$ cat src/rtl/arb_resp_demux_varlat.sv
// Bank-side round-robin arbiter with an in-order ID FIFO that steers
// variable-latency bank responses back to the master that issued each request.
module arb_resp_demux_varlat #(
    parameter int unsigned NumIn          = 4,
    parameter int unsigned ReqDataWidth   = 32,
    parameter int unsigned RespDataWidth  = 32,
    parameter int unsigned MaxOutstanding = 2,
    parameter int unsigned LogNumIn       = (NumIn > 1) ? $clog2(NumIn) : 1
) (
    input  logic                                  clk_i,
    input  logic                                  rst_ni,
    input  logic [NumIn-1:0]                      req_i,
    input  logic [NumIn-1:0][ReqDataWidth-1:0]    data_i,
    output logic [NumIn-1:0]                      gnt_o,
    output logic [NumIn-1:0]                      vld_o,
    output logic [NumIn-1:0][RespDataWidth-1:0]   rdata_o,
    output logic                                  req_o,
    output logic [ReqDataWidth-1:0]               data_o,
    input  logic                                  gnt_i,
    input  logic                                  vld_i,
    input  logic [RespDataWidth-1:0]              rdata_i
);
    localparam int unsigned PtrW = (MaxOutstanding > 1) ? $clog2(MaxOutstanding) : 1;
    localparam int unsigned CntW = $clog2(MaxOutstanding + 1);
    localparam logic [CntW-1:0]     MaxCnt  = CntW'(MaxOutstanding);
    localparam logic [PtrW-1:0]     LastPtr = PtrW'(MaxOutstanding - 1);
    localparam logic [LogNumIn-1:0] LastIdx = LogNumIn'(NumIn - 1);
    localparam logic [LogNumIn:0]   NumInW  = (LogNumIn + 1)'(NumIn);

    logic [LogNumIn-1:0]                     rr_q, rr_d;
    logic [MaxOutstanding-1:0][LogNumIn-1:0] mem_q, mem_d;
    logic [PtrW-1:0]                         wr_ptr_q, wr_ptr_d, rd_ptr_q, rd_ptr_d;
    logic [CntW-1:0]                         cnt_q, cnt_d;

    logic [LogNumIn-1:0] winner, head;
    logic [LogNumIn:0]   idx;
    logic                found, any_req, empty, full, pop, can_push, hs;

    // Scan from rr_q upward, wrapping at NumIn so non-power-of-2 counts stay fair.
    always_comb begin
        winner = '0;
        idx    = '0;
        found  = 1'b0;
        for (int unsigned k = 0; k < NumIn; k++) begin
            idx = {1'b0, rr_q} + (LogNumIn + 1)'(k);
            if (idx >= NumInW) idx = idx - NumInW;
            if (!found && req_i[idx[LogNumIn-1:0]]) begin
                winner = idx[LogNumIn-1:0];
                found  = 1'b1;
            end
        end
    end

    assign any_req  = |req_i;
    assign empty    = (cnt_q == '0);
    assign full     = (cnt_q == MaxCnt);
    assign pop      = vld_i & ~empty;
    // A retiring response frees its slot in the same cycle, keeping 1 grant/cycle when full.
    assign can_push = ~full | pop;
    assign req_o    = any_req & can_push;
    assign hs       = req_o & gnt_i;
    assign data_o   = any_req ? data_i[winner] : '0;
    assign head     = mem_q[rd_ptr_q];

    for (genvar g = 0; g < NumIn; g++) begin : g_lane
        assign gnt_o[g]   = hs & (winner == LogNumIn'(g));
        assign vld_o[g]   = pop & (head == LogNumIn'(g));
        assign rdata_o[g] = rdata_i;
    end

    always_comb begin
        rr_d     = rr_q;
        mem_d    = mem_q;
        wr_ptr_d = wr_ptr_q;
        rd_ptr_d = rd_ptr_q;
        cnt_d    = cnt_q;
        if (hs) begin
            rr_d          = (winner == LastIdx) ? '0 : winner + 1'b1;
            mem_d[wr_ptr_q] = winner;
            wr_ptr_d      = (wr_ptr_q == LastPtr) ? '0 : wr_ptr_q + 1'b1;
        end
        if (pop) begin
            rd_ptr_d = (rd_ptr_q == LastPtr) ? '0 : rd_ptr_q + 1'b1;
        end
        case ({hs, pop})
            2'b10:   cnt_d = cnt_q + 1'b1;
            2'b01:   cnt_d = cnt_q - 1'b1;
            default: cnt_d = cnt_q;
        endcase
    end

    always_ff @(posedge clk_i or negedge rst_ni) begin
        if (!rst_ni) begin
            rr_q     <= '0;
            mem_q    <= '0;
            wr_ptr_q <= '0;
            rd_ptr_q <= '0;
            cnt_q    <= '0;
        end else begin
            rr_q     <= rr_d;
            mem_q    <= mem_d;
            wr_ptr_q <= wr_ptr_d;
            rd_ptr_q <= rd_ptr_d;
            cnt_q    <= cnt_d;
        end
    end

`ifndef SYNTHESIS
    // A response with nothing outstanding is dropped; flag it without stopping the run.
    always @(posedge clk_i) begin
        if (rst_ni) begin
            assert (NumIn > 0 && MaxOutstanding > 0)
                else $error("arb_resp_demux_varlat: bad parameters");
            assert (!(vld_i && empty))
                else $warning("arb_resp_demux_varlat: vld_i with no outstanding request");
            assert (cnt_q <= MaxCnt)
                else $error("arb_resp_demux_varlat: outstanding count overflow");
        end
    end
`endif
endmodule

$ cat config.mk
export PLATFORM = sky130hd
export DESIGN_NAME = arb_resp_demux_varlat
export DESIGN_NICKNAME = d
export VERILOG_FILES = /design/src/rtl/arb_resp_demux_varlat.sv
export SDC_FILE = /design/constraint.sdc
export NUM_CORES = 1
export LEC_CHECK = 0
export BUFFER_PORTS_ARGS = -buffer_cell sky130_fd_sc_hd__buf_4
export CORE_AREA = 4 4 129 131
export DETAILED_ROUTE_END_ITERATION = 7
export DIE_AREA = 0 0 133 135
export MAX_ROUTING_LAYER = met4
export PLACE_DENSITY_LB_ADDON = 0.05
export SYNTH_ARGS = -nofsm -noshare
export SYNTH_HDL_FRONTEND = slang
export SYNTH_SLANG_ARGS = --single-unit
$ cat constraint.sdc
create_clock -name clk_i -period 2.4 [get_ports clk_i]
set_input_delay 0.36 -clock clk_i [delete_from_list [all_inputs] [get_ports clk_i]]
set_output_delay 0.36 -clock clk_i [all_outputs]
set_load 0.01 [all_outputs]
==> metrics.txt <==
clk_skew=4.829 ps; sw frac=42.89%; wire per inst=17.98 um; # Max-Cap Violations=0; Post-Synth XOR/XNOR Area=1.656%; Final Critical Period=2280 ps; core area=15600 sq um; synthesized area=2645 sq um; Layout fillers=1737; startpoint types=flip-flop; Core Util, Final=22.18%; VDD IR max=254.1 uV; I/O pins=337; Total GRT Usage=10.19%; period utilization=95.00%; layout cell share with drive strength beyond 1=59.67%; clk_lat worst skew=240 ps; Total Routed Length=10400 um; simple-gate portion of the synthesized area=6.575%; endpoints failing setup=0; worst hold slack=493.7 ps; post-layout net count=533; maximum root-to-sink buffer count=2; I/O Buffers=176; antenna violations before repair=0; fmax=438.6 MHz; Clk network pwr share=9.5%; global route overflow=0; Vias/cell=3.901; Pint=0.001982 W; register-to-register setup slack=570 ps; Critical Path Fanout Max=6; pin count of the biggest net entering global routing=32; width of the die=133 um; H-tree Lvls=1; Rel. slew slack=71.16%; Antenna diodes=0; CTS root buf=clkbuf_16; worst slew pin tran=429.7 ps; Pleak=1.726 nW; Worst Reg2Reg Path Length in Cells=7; CP Data Arrival Time=1920 ps; initial core utilization=16.96%; Logic pwr share=79.2%; Final ANT Viol Nets=0; Post-Synth Adder-Cell Area=0.9461%; CTS tree=done; async set-or-reset flop fraction in the synthesized netlist=100.0%; Synth warnings=0; Yosys top cell by area=buf_4; DRC=0; DRT iter0 DRCs=42; number of CTS-inserted buffers=3; Syn Area/Cell=8.532 sq um; first-pass GRT wire length=14070 um; Syn Inst Count=310; top cells by area, synth=buf_4 36%, mux2i_1 25%, dfrtp_1 9.5%, o22ai_1 7.6%, buf_12 3.0%; hpwl dp=8000 um; part of the power in registers=11.2%; Primary FF master, synth=dfrtp_1; pwr dens=1003 nW/um^2; P_sw=0.001488 W; largest family of logic cells by synthesized area=buffers and inverters; post-synthesis compound-gate area fraction=10.60%; Worst EP required=2040 ps; Worst-path clk slew=40 ps; drt pass-1 iters=4; routability congestion estimate=0.6662; area grow syn2layout=30.79%; vias in the first global route=2359; synthesized net count=480; Die H=135 um; Critical R2R Launch=rr_q[0]; Register Area=252.7 sq um; status=completed; number of synthesized register bits=10; Seq/Total Area, Yosys=9.461%; WS Path Type=reg -> out; die area=17960 sq um; max-slew violation count=0; Hold Crit Class=in -> async; area of the multi-input gates=1259 sq um; Cell Rows=46; Crit Reg-Reg Endpoint=rr_q[1]; final hold vios=0; synth unique cells=39; DR vias=2255; post-synthesis mux area share=26.25%; top cell type's share of synthesized area=36.33%; Post-synth EDFFs=0; clk sinks=10; Crit. End Element=primary output
## layer usage
layer / up-vias / wire length [um] / share of wire [%] / GRT usage, %
li1: 1052 / - / - / -
met1: 992 / 3758 / 36 / 10.57
met2: 202 / 5219 / 50 / 18.54
met3: 9 / 1267 / 12 / 3.987
met4: 0 / 150 / 1.4 / 1.732
met5: - / 0 / 0 / -
## layout by cell type (no fill, tap or decap), drive strengths merged
master       count
dlygate4sd3      1
ha               2
nand3b           1
mux2             3
buf            189
nor2            11
and3             1
dfrtp           10
or2              1
clkbuf           7
xnor2            4
o32a             1
o21ai            2
nand2            5
nor3b            1
inv              5
nor2b            4
a32oi            1
o31ai            1
xor2             1
nor3             4
a2bb2oi          1
mux2i           66
nand3            2
a21oi            5
o22ai           32
nor4             1
## cell type report
| cell class | count | area share, % |
|---|---|---|
| clock buffers | 4 | 2.568 |
| inverters | 5 | 0.5425 |
| multi-input cells | 150 | 36.38 |
| flip-flops and latches | 10 | 7.306 |
| well taps | 216 | 7.812 |
| repair buffers | 193 | 45.39 |
## Yosys cell counts (2+ instances only)
master,number
buf_6,6
inv_1,4
nor3_1,2
nand3_1,2
nor2b_1,2
o22ai_1,32
xnor2_1,4
a21oi_1,4
ha_1,2
clkbuf_1,4
nor2_1,10
buf_12,4
mux2i_1,66
nor3_2,2
buf_4,128
nand2_1,4
mux2_2,2
dfrtp_1,10
buf_8,2
## metrics by stage
step	TNS, ps	setup WS, ps	cells	power (W)	area (sq um)
after floorplan	0	622.9	310	0.002168	2645
after global placement	0	113.9	564	0.002923	3199
after detailed placement	0	106.8	564	0.002905	3199
after CTS	-48.46	-24.36	571	0.003356	3348
after global routing	-0.8624	-0.7525	578	0.003729	3460
final	0	120.0	578	0.003471	3460
## power by group through the flow
stage	sequential, W	combinational, W	clock [W]
detailed placement	0.000388	0.00252	0
CTS	0.000386	0.00263	0.000338
floorplan	0.000337	0.00183	0
finish	0.000390	0.00275	0.000331
global placement	0.000387	0.00254	0
global route	0.000408	0.00297	0.000351
## state kept, by name, indices dropped and copies added, names as in the netlist
| signal | flops |
|---|---|
| wr_ptr_q | 1 |
| rd_ptr_q | 1 |
| mem_q | 4 |
| cnt_q | 2 |
| rr_q | 2 |
## critical path, stage by stage, from the launching register on
cell	delay, ps
dfrtp_2	430
nor2b_4	60
nor2_2	130
a2bb2oi_4	240
buf_6	140
buf_12	120
buf_4	130
mux2i_1	180
o22ai_1	90
buf_4	150
## repair_timing
action | CTS | global route
gates cloned | 1 | 3
hold endpoints to repair | 10 | 0
setup endpoints to repair | 2 | 31
gates resized for setup | 2 | 9
setup buffers | 1 | 5
hold buffers | 1 | 0
pin swaps | 1 | 1
## worst max-delay path by stage
stage / to / startpoint / slack (ps) / cells after the start
5_1_grt: data_o[24] / rr_q[0] / -0.8 / 9
3_5_place_dp: data_o[31] / req_i[0] / 110 / 8
6_report: data_o[24] / rr_q[0] / 120 / 9
2_1_floorplan: gnt_o[3] / req_i[2] / 620 / 8
4_1_cts: data_o[24] / rr_q[0] / -20 / 8
3_3_place_gp: data_o[31] / req_i[0] / 110 / 8
## logic make-up (layout without fill, tap and decap cells)
kind of cell / count (synthesis) / count (layout)
mux: 69 / 69
fa+ha+maj: 2 / 2
xor+xnor: 5 / 5
compound gates: 43 / 43
simple gates: 31 / 31
buf+inv: 150 / 202
flops: 10 / 10
Power figures use the tool's default switching activity.
